File: config.mk
export PLATFORM = sky130hd
export DESIGN_NAME = z80_comm_latch_flat
export DESIGN_NICKNAME = d
export VERILOG_FILES = /design/src/rtl/z80_comm_latch_if.sv /design/src/rtl/z80_comm_latch.sv /design/src/flat_wrapper.sv
export SDC_FILE = /design/constraint.sdc
export NUM_CORES = 1
export LEC_CHECK = 0
export ABC_AREA = 1
export BUFFER_PORTS_ARGS = -buffer_cell sky130_fd_sc_hd__buf_2
export CAP_MARGIN = 20
export CELL_PAD_IN_SITES_DETAIL_PLACEMENT = 0
export CELL_PAD_IN_SITES_GLOBAL_PLACEMENT = 1
export CORE_MARGIN = 4
export CORE_UTILIZATION = 35
export CTS_CLUSTER_SIZE = 20
export DETAILED_ROUTE_END_ITERATION = 10
export GPL_TIMING_DRIVEN = 0
export PLACE_DENSITY_LB_ADDON = 0.15
export SETUP_SLACK_MARGIN = 0.1
export SYNTH_ARGS = -nofsm -noshare
export SYNTH_HDL_FRONTEND = slang
export SYNTH_SLANG_ARGS = --single-unit
File: constraint.sdc
create_clock -name CLK_24M -period 1.75 [get_ports CLK_24M]
set_input_delay 0.35 -clock CLK_24M [delete_from_list [all_inputs] [get_ports CLK_24M]]
set_output_delay 0.35 -clock CLK_24M [all_outputs]
set_load 0.01 [all_outputs]
File: src/rtl/z80_comm_latch_if.sv
// 68K / Z80 mailbox bus bundle: strobes and data on both CPU sides.
// master drives the CPU-side pins, slave is the latch itself.
interface z80_comm_latch_if;
    logic       nSDW;
    logic [7:0] M68K_DATA_IN;
    logic       nSDRD68;
    logic [7:0] M68K_DATA_OUT;
    logic       M68K_DATA_OE;
    logic       nSDZ80R;
    logic       nSDZ80W;
    logic       nSDZ80CLR;
    logic       nNMIEN;
    logic       nNMIDIS;
    logic [7:0] SDD_IN;
    logic [7:0] SDD_OUT;
    logic       SDD_OE;
    logic       nZ80NMI;
    logic       CMD_PENDING;
    logic       REPLY_VALID;
    logic       CMD_OVERRUN;

    modport master (
        output nSDW, M68K_DATA_IN, nSDRD68,
        output nSDZ80R, nSDZ80W, nSDZ80CLR,
        output nNMIEN, nNMIDIS, SDD_IN,
        input  M68K_DATA_OUT, M68K_DATA_OE,
        input  SDD_OUT, SDD_OE, nZ80NMI,
        input  CMD_PENDING, REPLY_VALID, CMD_OVERRUN
    );

    modport slave (
        input  nSDW, M68K_DATA_IN, nSDRD68,
        input  nSDZ80R, nSDZ80W, nSDZ80CLR,
        input  nNMIEN, nNMIDIS, SDD_IN,
        output M68K_DATA_OUT, M68K_DATA_OE,
        output SDD_OUT, SDD_OE, nZ80NMI,
        output CMD_PENDING, REPLY_VALID, CMD_OVERRUN
    );
endinterface

File: src/rtl/z80_comm_latch.sv
// 68K <-> Z80 command/reply mailbox with synchronized strobes
// and an NMI FSM that guarantees a fresh NMI edge per command.
module z80_comm_latch #(
    parameter int GAP_CYCLES = 4
) (
    input logic              CLK_24M,
    input logic              RESET,
    z80_comm_latch_if.slave  bus
);
    typedef enum logic [1:0] {IDLE, ACTIVE, GAP} nmi_state_t;

    localparam logic [3:0] GAP_LOAD = 4'(GAP_CYCLES - 1);

    localparam int SW   = 0;
    localparam int SRD  = 1;
    localparam int ZR   = 2;
    localparam int ZW   = 3;
    localparam int ZCLR = 4;
    localparam int NEN  = 5;
    localparam int NDIS = 6;

    logic [6:0] pins;
    logic [6:0] s1, s2, s3;
    logic [6:0] fall, rise;
    logic [1:0] settle;
    logic       armed;

    logic [7:0] d68, dz80;
    logic [7:0] cmd, reply;
    logic       cmd_pending, reply_valid, cmd_overrun;
    logic       nmi_en, nmi_n;

    nmi_state_t state, state_n;
    logic [3:0] gap_cnt, gap_n;

    logic wr_edge, clr_edge;

    assign pins = {bus.nNMIDIS, bus.nNMIEN, bus.nSDZ80CLR,
                   bus.nSDZ80W, bus.nSDZ80R, bus.nSDRD68,
                   bus.nSDW};

    // Strobes held low across reset release would look like a fresh
    // falling edge once the chain drains; blank edges until it settles.
    assign armed = (settle == 2'd3);
    assign fall  = s3 & ~s2 & {7{armed}};
    assign rise  = ~s3 & s2 & {7{armed}};

    assign wr_edge  = fall[SW];
    assign clr_edge = rise[ZR] | fall[ZCLR];

    always_ff @(posedge CLK_24M) begin
        if (RESET) begin
            s1     <= '1;
            s2     <= '1;
            s3     <= '1;
            settle <= 2'd0;
            d68    <= 8'h00;
            dz80   <= 8'h00;
        end else begin
            s1     <= pins;
            s2     <= s1;
            s3     <= s2;
            d68    <= bus.M68K_DATA_IN;
            dz80   <= bus.SDD_IN;
            if (!armed)
                settle <= settle + 2'd1;
        end
    end

    always_ff @(posedge CLK_24M) begin
        if (RESET) begin
            cmd         <= 8'h00;
            reply       <= 8'h00;
            cmd_pending <= 1'b0;
            reply_valid <= 1'b0;
            cmd_overrun <= 1'b0;
            nmi_en      <= 1'b0;
        end else begin
            // A write racing a clear wins and is not an overrun.
            if (wr_edge) begin
                cmd         <= d68;
                cmd_pending <= 1'b1;
                if (cmd_pending && !clr_edge)
                    cmd_overrun <= 1'b1;
            end else if (clr_edge) begin
                cmd_pending <= 1'b0;
            end

            if (fall[ZW]) begin
                reply       <= dz80;
                reply_valid <= 1'b1;
            end else if (rise[SRD]) begin
                reply_valid <= 1'b0;
            end

            if (fall[NDIS])
                nmi_en <= 1'b0;
            else if (fall[NEN])
                nmi_en <= 1'b1;
        end
    end

    always_ff @(posedge CLK_24M) begin
        if (RESET) begin
            state   <= IDLE;
            gap_cnt <= 4'd0;
            nmi_n   <= 1'b1;
        end else begin
            state   <= state_n;
            gap_cnt <= gap_n;
            nmi_n   <= (state_n != ACTIVE);
        end
    end

    always_comb begin
        state_n = state;
        gap_n   = gap_cnt;
        unique case (state)
            IDLE: begin
                if (cmd_pending && nmi_en)
                    state_n = ACTIVE;
            end
            ACTIVE: begin
                if (clr_edge || wr_edge || !nmi_en) begin
                    state_n = GAP;
                    gap_n   = GAP_LOAD;
                end
            end
            GAP: begin
                if (gap_cnt == 4'd0)
                    state_n = IDLE;
                else
                    gap_n = gap_cnt - 4'd1;
            end
            default: state_n = IDLE;
        endcase
    end

    assign bus.SDD_OUT       = cmd;
    assign bus.SDD_OE        = ~bus.nSDZ80R;
    assign bus.M68K_DATA_OUT = reply;
    assign bus.M68K_DATA_OE  = ~bus.nSDRD68;
    assign bus.nZ80NMI       = nmi_n;
    assign bus.CMD_PENDING   = cmd_pending;
    assign bus.REPLY_VALID   = reply_valid;
    assign bus.CMD_OVERRUN   = cmd_overrun;
endmodule
File: src/flat_wrapper.sv
// flat-port wrapper written by rule: the top's interface ports become plain ports
module z80_comm_latch_flat 
#(
    parameter int GAP_CYCLES = 4
)
  (CLK_24M, RESET, bus_nSDW, bus_M68K_DATA_IN, bus_nSDRD68, bus_nSDZ80R, bus_nSDZ80W, bus_nSDZ80CLR, bus_nNMIEN, bus_nNMIDIS, bus_SDD_IN, bus_M68K_DATA_OUT, bus_M68K_DATA_OE, bus_SDD_OUT, bus_SDD_OE, bus_nZ80NMI, bus_CMD_PENDING, bus_REPLY_VALID, bus_CMD_OVERRUN);
  z80_comm_latch_if bus_i ();
  input logic CLK_24M;
  input logic RESET;
  input wire logic [$bits(bus_i.nSDW)-1:0] bus_nSDW;
  input wire logic [$bits(bus_i.M68K_DATA_IN)-1:0] bus_M68K_DATA_IN;
  input wire logic [$bits(bus_i.nSDRD68)-1:0] bus_nSDRD68;
  input wire logic [$bits(bus_i.nSDZ80R)-1:0] bus_nSDZ80R;
  input wire logic [$bits(bus_i.nSDZ80W)-1:0] bus_nSDZ80W;
  input wire logic [$bits(bus_i.nSDZ80CLR)-1:0] bus_nSDZ80CLR;
  input wire logic [$bits(bus_i.nNMIEN)-1:0] bus_nNMIEN;
  input wire logic [$bits(bus_i.nNMIDIS)-1:0] bus_nNMIDIS;
  input wire logic [$bits(bus_i.SDD_IN)-1:0] bus_SDD_IN;
  output wire logic [$bits(bus_i.M68K_DATA_OUT)-1:0] bus_M68K_DATA_OUT;
  output wire logic [$bits(bus_i.M68K_DATA_OE)-1:0] bus_M68K_DATA_OE;
  output wire logic [$bits(bus_i.SDD_OUT)-1:0] bus_SDD_OUT;
  output wire logic [$bits(bus_i.SDD_OE)-1:0] bus_SDD_OE;
  output wire logic [$bits(bus_i.nZ80NMI)-1:0] bus_nZ80NMI;
  output wire logic [$bits(bus_i.CMD_PENDING)-1:0] bus_CMD_PENDING;
  output wire logic [$bits(bus_i.REPLY_VALID)-1:0] bus_REPLY_VALID;
  output wire logic [$bits(bus_i.CMD_OVERRUN)-1:0] bus_CMD_OVERRUN;
  assign bus_i.nSDW = bus_nSDW;
  assign bus_i.M68K_DATA_IN = bus_M68K_DATA_IN;
  assign bus_i.nSDRD68 = bus_nSDRD68;
  assign bus_i.nSDZ80R = bus_nSDZ80R;
  assign bus_i.nSDZ80W = bus_nSDZ80W;
  assign bus_i.nSDZ80CLR = bus_nSDZ80CLR;
  assign bus_i.nNMIEN = bus_nNMIEN;
  assign bus_i.nNMIDIS = bus_nNMIDIS;
  assign bus_i.SDD_IN = bus_SDD_IN;
  assign bus_M68K_DATA_OUT = bus_i.M68K_DATA_OUT;
  assign bus_M68K_DATA_OE = bus_i.M68K_DATA_OE;
  assign bus_SDD_OUT = bus_i.SDD_OUT;
  assign bus_SDD_OE = bus_i.SDD_OE;
  assign bus_nZ80NMI = bus_i.nZ80NMI;
  assign bus_CMD_PENDING = bus_i.CMD_PENDING;
  assign bus_REPLY_VALID = bus_i.REPLY_VALID;
  assign bus_CMD_OVERRUN = bus_i.CMD_OVERRUN;
  z80_comm_latch #(.GAP_CYCLES(GAP_CYCLES)) u_core (.CLK_24M(CLK_24M), .RESET(RESET), .bus(bus_i));
endmodule
* After elaboration in Yosys (flattened, before gate mapping)
Cells that the tools add are included. Widths: inputs -> output; s select.
Storage, ports and cells: word-level logic and storage cells 57, input bits 25, register bits 66, output and inout bits 22
Cells by class: reductions and logical operators 14, eq/ne operators 6, mux-type cells 11, $add $sub $neg 2, bitwise logic cells 9
Operators by type and width (count):
- $and 7x7->7 | 2
- $mux 4 | 2
- $pmux 4 s2 | 1
- $not 7->7 | 1
- $and 3x3->3 | 2
- $mux 2 | 3
- $pmux 2 s3 | 1
- $reduce_bool 2->1 | 3
- $eq 2x2->1 const B | 2
- $logic_not 4->1 | 1
- $mux 1 | 4
- $ne 2x1->1 const B | 2
- $sub 4x1->4 const B | 1
- $not 3->3 | 1
- $reduce_and 3->1 | 1
- $add 2x1->2 const B | 1
- $eq 2x1->1 const B | 1
- $logic_and 1x1->1 | 2
- $logic_not 1->1 | 2
- $logic_not 2->1 | 1
- $logic_or 1x1->1 | 2
- $ne 2x2->1 const B | 1
- $not 1->1 | 2
- $reduce_and 2->1 | 1
- other kinds (2) | 2

* Logic depth before layout (Yosys ltp)
Gate-level depths: netlist (run 1).
word-level depth 9, mapped depth 9, gate-level depth less buffers 9

* Least setup slack after synthesis (run 1)
OpenSTA, ideal clock, no wires.
kind register to register, from reg u_core.settle[0], to reg u_core.nmi_n, in the netlist u_core.bus.nZ80NMI, setup slack 461 ps, data required time 1630 ps, setup time 120 ps, stages on the path, launching flop included 10, period minus slack after synthesis 1289 ps, arrival 1169 ps, path buffers 0, cell sequence dfxtp_1 ha_1 nand2_1 nor2_2 nor2_1 nand3_2 nand3b_1 nand2_1 inv_1 nand2_1
Between the ends: cells in the longest elaborated chain, start to end 8, elaborated cells on any way between the ends 9, classes of those cells 2 x eq/ne; 2 x mux; 3 x bitwise; 2 x reduce/logical
Ends and longest elaborated chain:
- start, declared | RTL line z80_comm_latch.sv:25 | logic [1:0] settle;
- start signal, assigned | RTL line z80_comm_latch.sv:66 | settle <= settle + 2'd1;
- $eq 2x2->1 * | RTL line z80_comm_latch.sv:44 | assign armed = (settle == 2'd3);
- $and 3x3->3 / $and 7x7->7 (equally long branches) | RTL line z80_comm_latch.sv:46, z80_comm_latch.sv:45
- $or 1x1->1 | RTL line z80_comm_latch.sv:49 | assign clr_edge = rise[ZR] | fall[ZCLR];
- $logic_or 1x1->1 * (2 in series) | RTL line z80_comm_latch.sv:124 | if (clr_edge || wr_edge || !nmi_en) begin
- $mux 2 * | RTL line z80_comm_latch.sv:124
- $pmux 2 s3 * | RTL line z80_comm_latch.sv:118 | unique case (state)
- $ne 2x1->1 * | RTL line z80_comm_latch.sv:111 | nmi_n <= (state_n != ACTIVE);
- end signal, assigned | RTL line z80_comm_latch.sv:111
- end, declared | RTL line z80_comm_latch.sv:31 | logic nmi_en, nmi_n;
Mark *: on every way between the ends. The rest lies on a longest branch, timed or not. A chain may end at the register's enable or synchronous reset.

* Worst setup path in the final report (run 1)
from reg u_core.settle[0], to reg u_core.gap_cnt[3]
Between the ends: cells in the longest elaborated chain, start to end 7, elaborated cells on any way between the ends 8, classes of those cells 2 x eq/ne; 3 x bitwise; 3 x reduce/logical
Ends and longest elaborated chain:
- $eq 2x2->1 * | RTL line z80_comm_latch.sv:44
- $and 3x3->3 / $and 7x7->7 (equally long branches) | RTL line z80_comm_latch.sv:46, z80_comm_latch.sv:45
- $or 1x1->1 | RTL line z80_comm_latch.sv:49
- $logic_or 1x1->1 * (2 in series) | RTL line z80_comm_latch.sv:124
- $ne 2x1->1 (no source line) *
- $reduce_and 3->1 (no source line) *
- end signal, assigned | RTL line z80_comm_latch.sv:110 | gap_cnt <= gap_n;
- end, declared | RTL line z80_comm_latch.sv:34 | logic [3:0] gap_cnt, gap_n;
Marked as above.

==> results of run 1 <==
worst paths after layout:
kind / end / slack (ns) / cells past startpoint / from
min reg2reg: u_core.s2[4] / 0.41 / 1 / u_core.s1[4]
max reg2reg: u_core.gap_cnt[3] / 0.28 / 8 / u_core.settle[0]
min: u_core.s1[3] / 0.20 / 2 / bus_nSDZ80W
max: u_core.gap_cnt[3] / 0.28 / 8 / u_core.settle[0]
cell usage after synthesis:
cell       n
o21ai_0   19
dfxtp_1   66
nand4_1    1
a211oi_1   1
buf_2      2
or2_2     15
nor2_2     1
o21a_1     1
clkbuf_1   5
nand2_1   25
nand2_2    1
nand3b_1   1
nand3_1    9
nand3_2    1
a21boi_0   2
a221oi_1   1
xnor2_1    1
a21oi_1    9
ha_1       7
inv_1     37
nor2_1    57
o31ai_1    1
logic make-up (layout without fill, tap and decap cells):
kind of cell | count (synthesis) | after routing | synth area share (%)
and+or+nand+nor | 111 | 111 | 21.4
DFF | 66 | 66 | 58.6
buffers and inverters | 44 | 106 | 7.44
AOI/OAI and AO/OA | 34 | 34 | 8.27
adders and majority gates | 7 | 7 | 3.88
xor gates and xnor gates | 1 | 1 | 0.389
flip-flops by register name (all words and copies together) (netlist names):
name,flops
u_core.bus.CMD_OVERRUN,1
u_core.bus.CMD_PENDING,1
u_core.bus.M68K_DATA_OUT,8
u_core.bus.REPLY_VALID,1
u_core.bus.SDD_OUT,8
u_core.bus.nZ80NMI,1
u_core.d68,8
u_core.dz80,8
u_core.gap_cnt,4
u_core.nmi_en,1
u_core.s1,7
u_core.s2,7
u_core.s3,7
u_core.settle,2
u_core.state,2
cell type report:
cell class              count  area (sq um)  area share [%]
well taps                  75          93.8            3.37
repair buffers             46           230            8.26
multi-input cells         153           768            27.6
plain buffers               7          28.8            1.03
clock inverters             3          46.3            1.66
inverters                  37           139            4.98
flip-flops and latches     66          1320            47.4
clock buffers              13           159            5.70
layer usage:
metal	vias up	GRT usage (%)	share of wire (%)
li1	922	-	-
met1	727	16.4	50
met2	34	17.8	41
met3	8	4.38	6.6
met4	0	7.01	2.1
met5	-	0	0
power by group through the flow:
stage | Clock [mW] | Combinational (mW) | Sequential (mW)
global placement | 0 | 0.142 | 1.61
floorplan | 0 | 0.0816 | 1.61
CTS | 1.34 | 0.144 | 1.57
finish | 1.30 | 0.143 | 1.58
detailed placement | 0 | 0.143 | 1.61
global route | 1.40 | 0.171 | 1.58
through the flow:
step	setup WS, ns	utilization (%)	cell area [sq um]	cells	hold slack (ns)
after floorplan	0.461	-	2250	263	0.389
after CTS	0.160	45.7	2780	400	0.180
after global placement	0.160	42.3	2580	384	0.394
after detailed placement	0.183	42.3	2580	384	0.393
final	0.279	45.7	2790	400	0.196
after global routing	0.0930	45.7	2790	400	0.187
==> impl_metrics.tcl, run 1 <==
set metrics [dict create \
    cp_slowest_cell "dfxtp_1" \
    cts_tree "done" \
    row_count 28 \
    hold_violations 0 \
    cp_top_family "simple AND/OR/NAND/NOR gates" \
    clockPowerShare_pct 43.0 \
    fin_total_pwr_mw 3.02 \
    boundaryPins 47 \
    synth.area.top_cells "dfxtp_1, nor2_1, inv_1, o21ai_0, nand2_1" \
    gp_congestion 0.760 \
    dp_hpwl_mm 3.07 \
    cts_buffers 9 \
    skew_ns 0.00828 \
    core_sq_um 6100 \
    cts.repair.resized 0 \
    finalSetupTns_ns 0 \
    n_antenna_cell 0 \
    antenna_left 0 \
    cp-start-kind "register" \
    ys_seq_elements 66 \
    cp.arrival_ns 1.67 \
    nets 352 \
    seqPwrFrac_pct 52.2 \
    synth_top_area_share_pct 58.6 \
    vias 1691 \
    swShare_pct 21.7 \
    syn_nets 295 \
    period_share_pct 84.0 \
    max_freq_mhz 680 \
    wire_per_inst_um 10.8 \
    clock_latency_ns 0.33 \
    tightestPinTransition_ns 0.525 \
    portBuffers 46 \
    syn_inst 263 \
    crit_path_end_kind "register" \
    min_path_type "primary input to register" \
    final_cell_mix "dfxtp_1, nor2_1, buf_2, inv_1, nand2_1" \
    comb_power_share_pct 4.8 \
    ir_drop_v 0.000705 \
    ys_types 22 \
    cpMostUsedCell "nand2_1" \
    p_leak_nw 1.34 \
    required_ns 1.95 \
    totalWireLength_mm 4.31 \
    drv_slew 0 \
    antenna_found_initial 0 \
    initial_core_util_pct 37.0 \
    max_stage_delay_ns 0.36 \
    n_fill_cell 608 \
    run_status "complete, no violations" \
    syn_area_sq_um 2250 \
    cap_violations 0 \
    layout_commonest_cell "dfxtp_1" \
    period_minus_slack_ns 1.47 \
    synth_warnings 0 \
    first_pass_iters 4 \
    cts_sinks 66 \
    p_int_mw 2.36 \
    crit_fanout 7 \
    die_y_um 88.3 \
    htreeDepth 3 \
    grt_pass1_vias 1602 \
    drive_gt1_share_pct 25.2 \
    grt_setup_unrepaired "false" \
    grt_first_pass_wirelength_mm 7.39 \
    slew_headroom_pct 65.0 \
    critPathKind "register to register" \
    clk_path_buf_depth 2 \
    avgSynthCellArea_sq_um 8.57 \
    p_switching_uw 655 \
    ys_seq_area_share_pct 58.6 \
    cp_num_buf_inv 0 \
    drc 0 \
    cts_setup_buffers 0 \
    fp.dieW_um 88.3 \
    cts_root_buffer "clkbuf_8" \
    setup_violations 0 \
    die-area_sq_um 7790 \
    worstPathCellList "ha_2, nand2_1, nor2_2, nor2_1, nand3_2, nand2_2, nand2_1, a21oi_1" \
    synth_top_area_cell "dfxtp_1" \
    grt_max_degree 12 \
    track_usage_pct 12.5 \
    power_density_nw_per_um2 1080 \
    drt_iter0_drc 40 \
    holdBufCountCts 0 \
    avgViaCountPerCell 4.23 \
    clk_pin_slew_ns 0.07 \
    syn_to_final_growth_pct 23.6 \
    gr-total-overflow 0 \
]
No activity file was read; power rests on OpenSTA's default activity.
==> inputs of run 2 (changes only) <==
==> constraint.sdc (replaced) <==
create_clock -name CLK_24M -period 1.3 [get_ports CLK_24M]
set_input_delay 0.26 -clock CLK_24M [delete_from_list [all_inputs] [get_ports CLK_24M]]
set_output_delay 0.26 -clock CLK_24M [all_outputs]
set_load 0.01 [all_outputs]
==> run 2 against run 1 <==
  * Sequential share of layout area is 2.0 points lower
  * Design area increased by 5.0%
  * Via count is 3.0% higher
  * Maximum frequency is 16% higher
  * Flip-flop and latch count unchanged
  * Non-clock buffer count increased by 5
  * Critical path depth is the same
  * Hold slack worse by 0.079 ns
  * Setup slack got worse by 0.25 ns
  * Critical endpoint is now u_core.gap_cnt[0]
  * Total power grew 34%
==> impl_metrics.tcl, run 2 (synthesized netlist as in run 1, its figures left out) <==
set metrics [dict create \
    run_status "complete, no violations" \
    cts_buffers 9 \
    grt_pass1_vias 1703 \
    clk_path_buf_depth 2 \
    cp.arrival_ns 1.47 \
    clk_pin_slew_ns 0.07 \
    vias 1741 \
    cap_violations 0 \
    die-area_sq_um 7790 \
    portBuffers 46 \
    drive_gt1_share_pct 32.7 \
    avgViaCountPerCell 4.30 \
    first_pass_iters 4 \
    final_cell_mix "dfxtp_1, nor2_1, buf_2, inv_1, nand2_1" \
    required_ns 1.50 \
    tightestPinTransition_ns 0.504 \
    cts_sinks 66 \
    drv_slew 0 \
    setup_violations 0 \
    gr-total-overflow 0 \
    fp.dieW_um 88.3 \
    gp_congestion 0.728 \
    holdBufCountCts 0 \
    track_usage_pct 13.0 \
    clock_latency_ns 0.33 \
    fin_util_pct 48.0 \
    worst_hold_slack_ns 0.117 \
    drc 0 \
    fin_total_pwr_mw 4.03 \
    hold_violations 0 \
    p_leak_nw 1.39 \
    period_minus_slack_ns 1.27 \
    totalWireLength_mm 4.60 \
    ir_drop_v 0.000615 \
    grt_max_degree 12 \
    boundaryPins 47 \
    period_share_pct 97.8 \
    power_density_nw_per_um2 1380 \
    crit_path_end_kind "register" \
    max_freq_mhz 787 \
    crit_fanout 6 \
    htreeDepth 3 \
    antenna_found_initial 0 \
    cts_tree "done" \
    nets 357 \
    min_path_type "primary input to register" \
    grt_setup_unrepaired "true" \
    core_sq_um 6100 \
    wire_per_inst_um 11.4 \
    drt_iter0_drc 40 \
    antenna_left 0 \
    slew_headroom_pct 66.4 \
    layout_commonest_cell "dfxtp_1" \
    syn_to_final_growth_pct 29.7 \
    skew_ns 0.00430 \
    cts_root_buffer "clkbuf_8" \
    cp-start-kind "register" \
    grt_first_pass_wirelength_mm 7.66 \
    n_antenna_cell 0 \
    dp_hpwl_mm 3.14 \
    initial_core_util_pct 37.0 \
    row_count 28 \
    die_y_um 88.3 \
    critPathKind "register to register" \
]
run 2: changes by cell type in the layout (fill, tap and decap cells not counted), moves of 3 or more:
| cell | delta |
|---|---|
| buf_4 | +4 |
| dfxtp_2 | +5 |
| clkinv_2 | +3 |
| nand2_1 | -4 |
| nand3_1 | -3 |
| dfxtp_1 | -5 |
| inv_1 | -3 |
run 2: path summary, 6_finish.rpt:
| path | slack (ns) | cells past startpoint | to | from |
|---|---|---|---|---|
| worst min-delay path | 0.12 | 2 | u_core.s1[4] | bus_nSDZ80CLR |
| worst max register to register | 0.03 | 8 | u_core.gap_cnt[0] | u_core.settle[1] |
| worst min register to register | 0.41 | 1 | u_core.s2[1] | u_core.s1[1] |
| worst max-delay path | 0.03 | 8 | u_core.gap_cnt[0] | u_core.settle[1] |
run 2: final cells by class:
| type | instances | area [sq um] |
|---|---|---|
| buffer | 7 | 31.3 |
| clock buffer | 11 | 141 |
| clock inverter | 5 | 53.8 |
| fill | 630 | 3170 |
| inverter | 37 | 141 |
| multi-input combinational | 153 | 861 |
| sequential | 66 | 1330 |
| tap | 75 | 93.8 |
| timing repair buffer | 51 | 275 |
run 2: worst max-delay path, cell delays in order (launching register included):
cell and delay [ns]:
dfxtp_2 0.36, ha_4 0.19, nand2_4 0.06, nor2_4 0.16, nor2_4 0.06, nand3_4 0.10, nand2_2 0.11, nand2_1 0.07
a21oi_1 0.05
run 2: what timing repair did:
| action | 4_1_cts | 5_1_grt |
|---|---|---|
| buffers inserted | 5 | 0 |
| gates resized for setup | 15 | 16 |
| setup endpoints to repair | 25 | 25 |
| pin swaps | 8 | 5 |
run 2: power breakdown:
part / leakage, nW / total [mW] / switching [mW] / internal, mW
clock network: 0.103 / 1.67 / 0.741 / 0.932
registers: 0.543 / 2.13 / 0.0305 / 2.10
logic: 0.744 / 0.233 / 0.125 / 0.108
total: 1.39 / 4.03 / 0.896 / 3.14
run 2: metrics by stage:
stage	std cells	TNS, ns	setup WS (ns)	area [sq um]
global route	405	-0.373	-0.0652	2930
global placement	384	-1.25	-0.108	2600
finish	405	0	0.0286	2930
detailed placement	384	-1.35	-0.139	2600
CTS	405	0	0.0575	2870
floorplan	263	0	0.0886	2270
run 2: layer usage:
metal  global-route usage [%]  routed length [um]  vias to the layer above
met5                        0                   0                        -
met4                     7.42                  82                        0
met3                     3.72                 263                        9
met2                     20.3                2060                       38
met1                     16.1                2190                      763
li1                         -                   -                      931
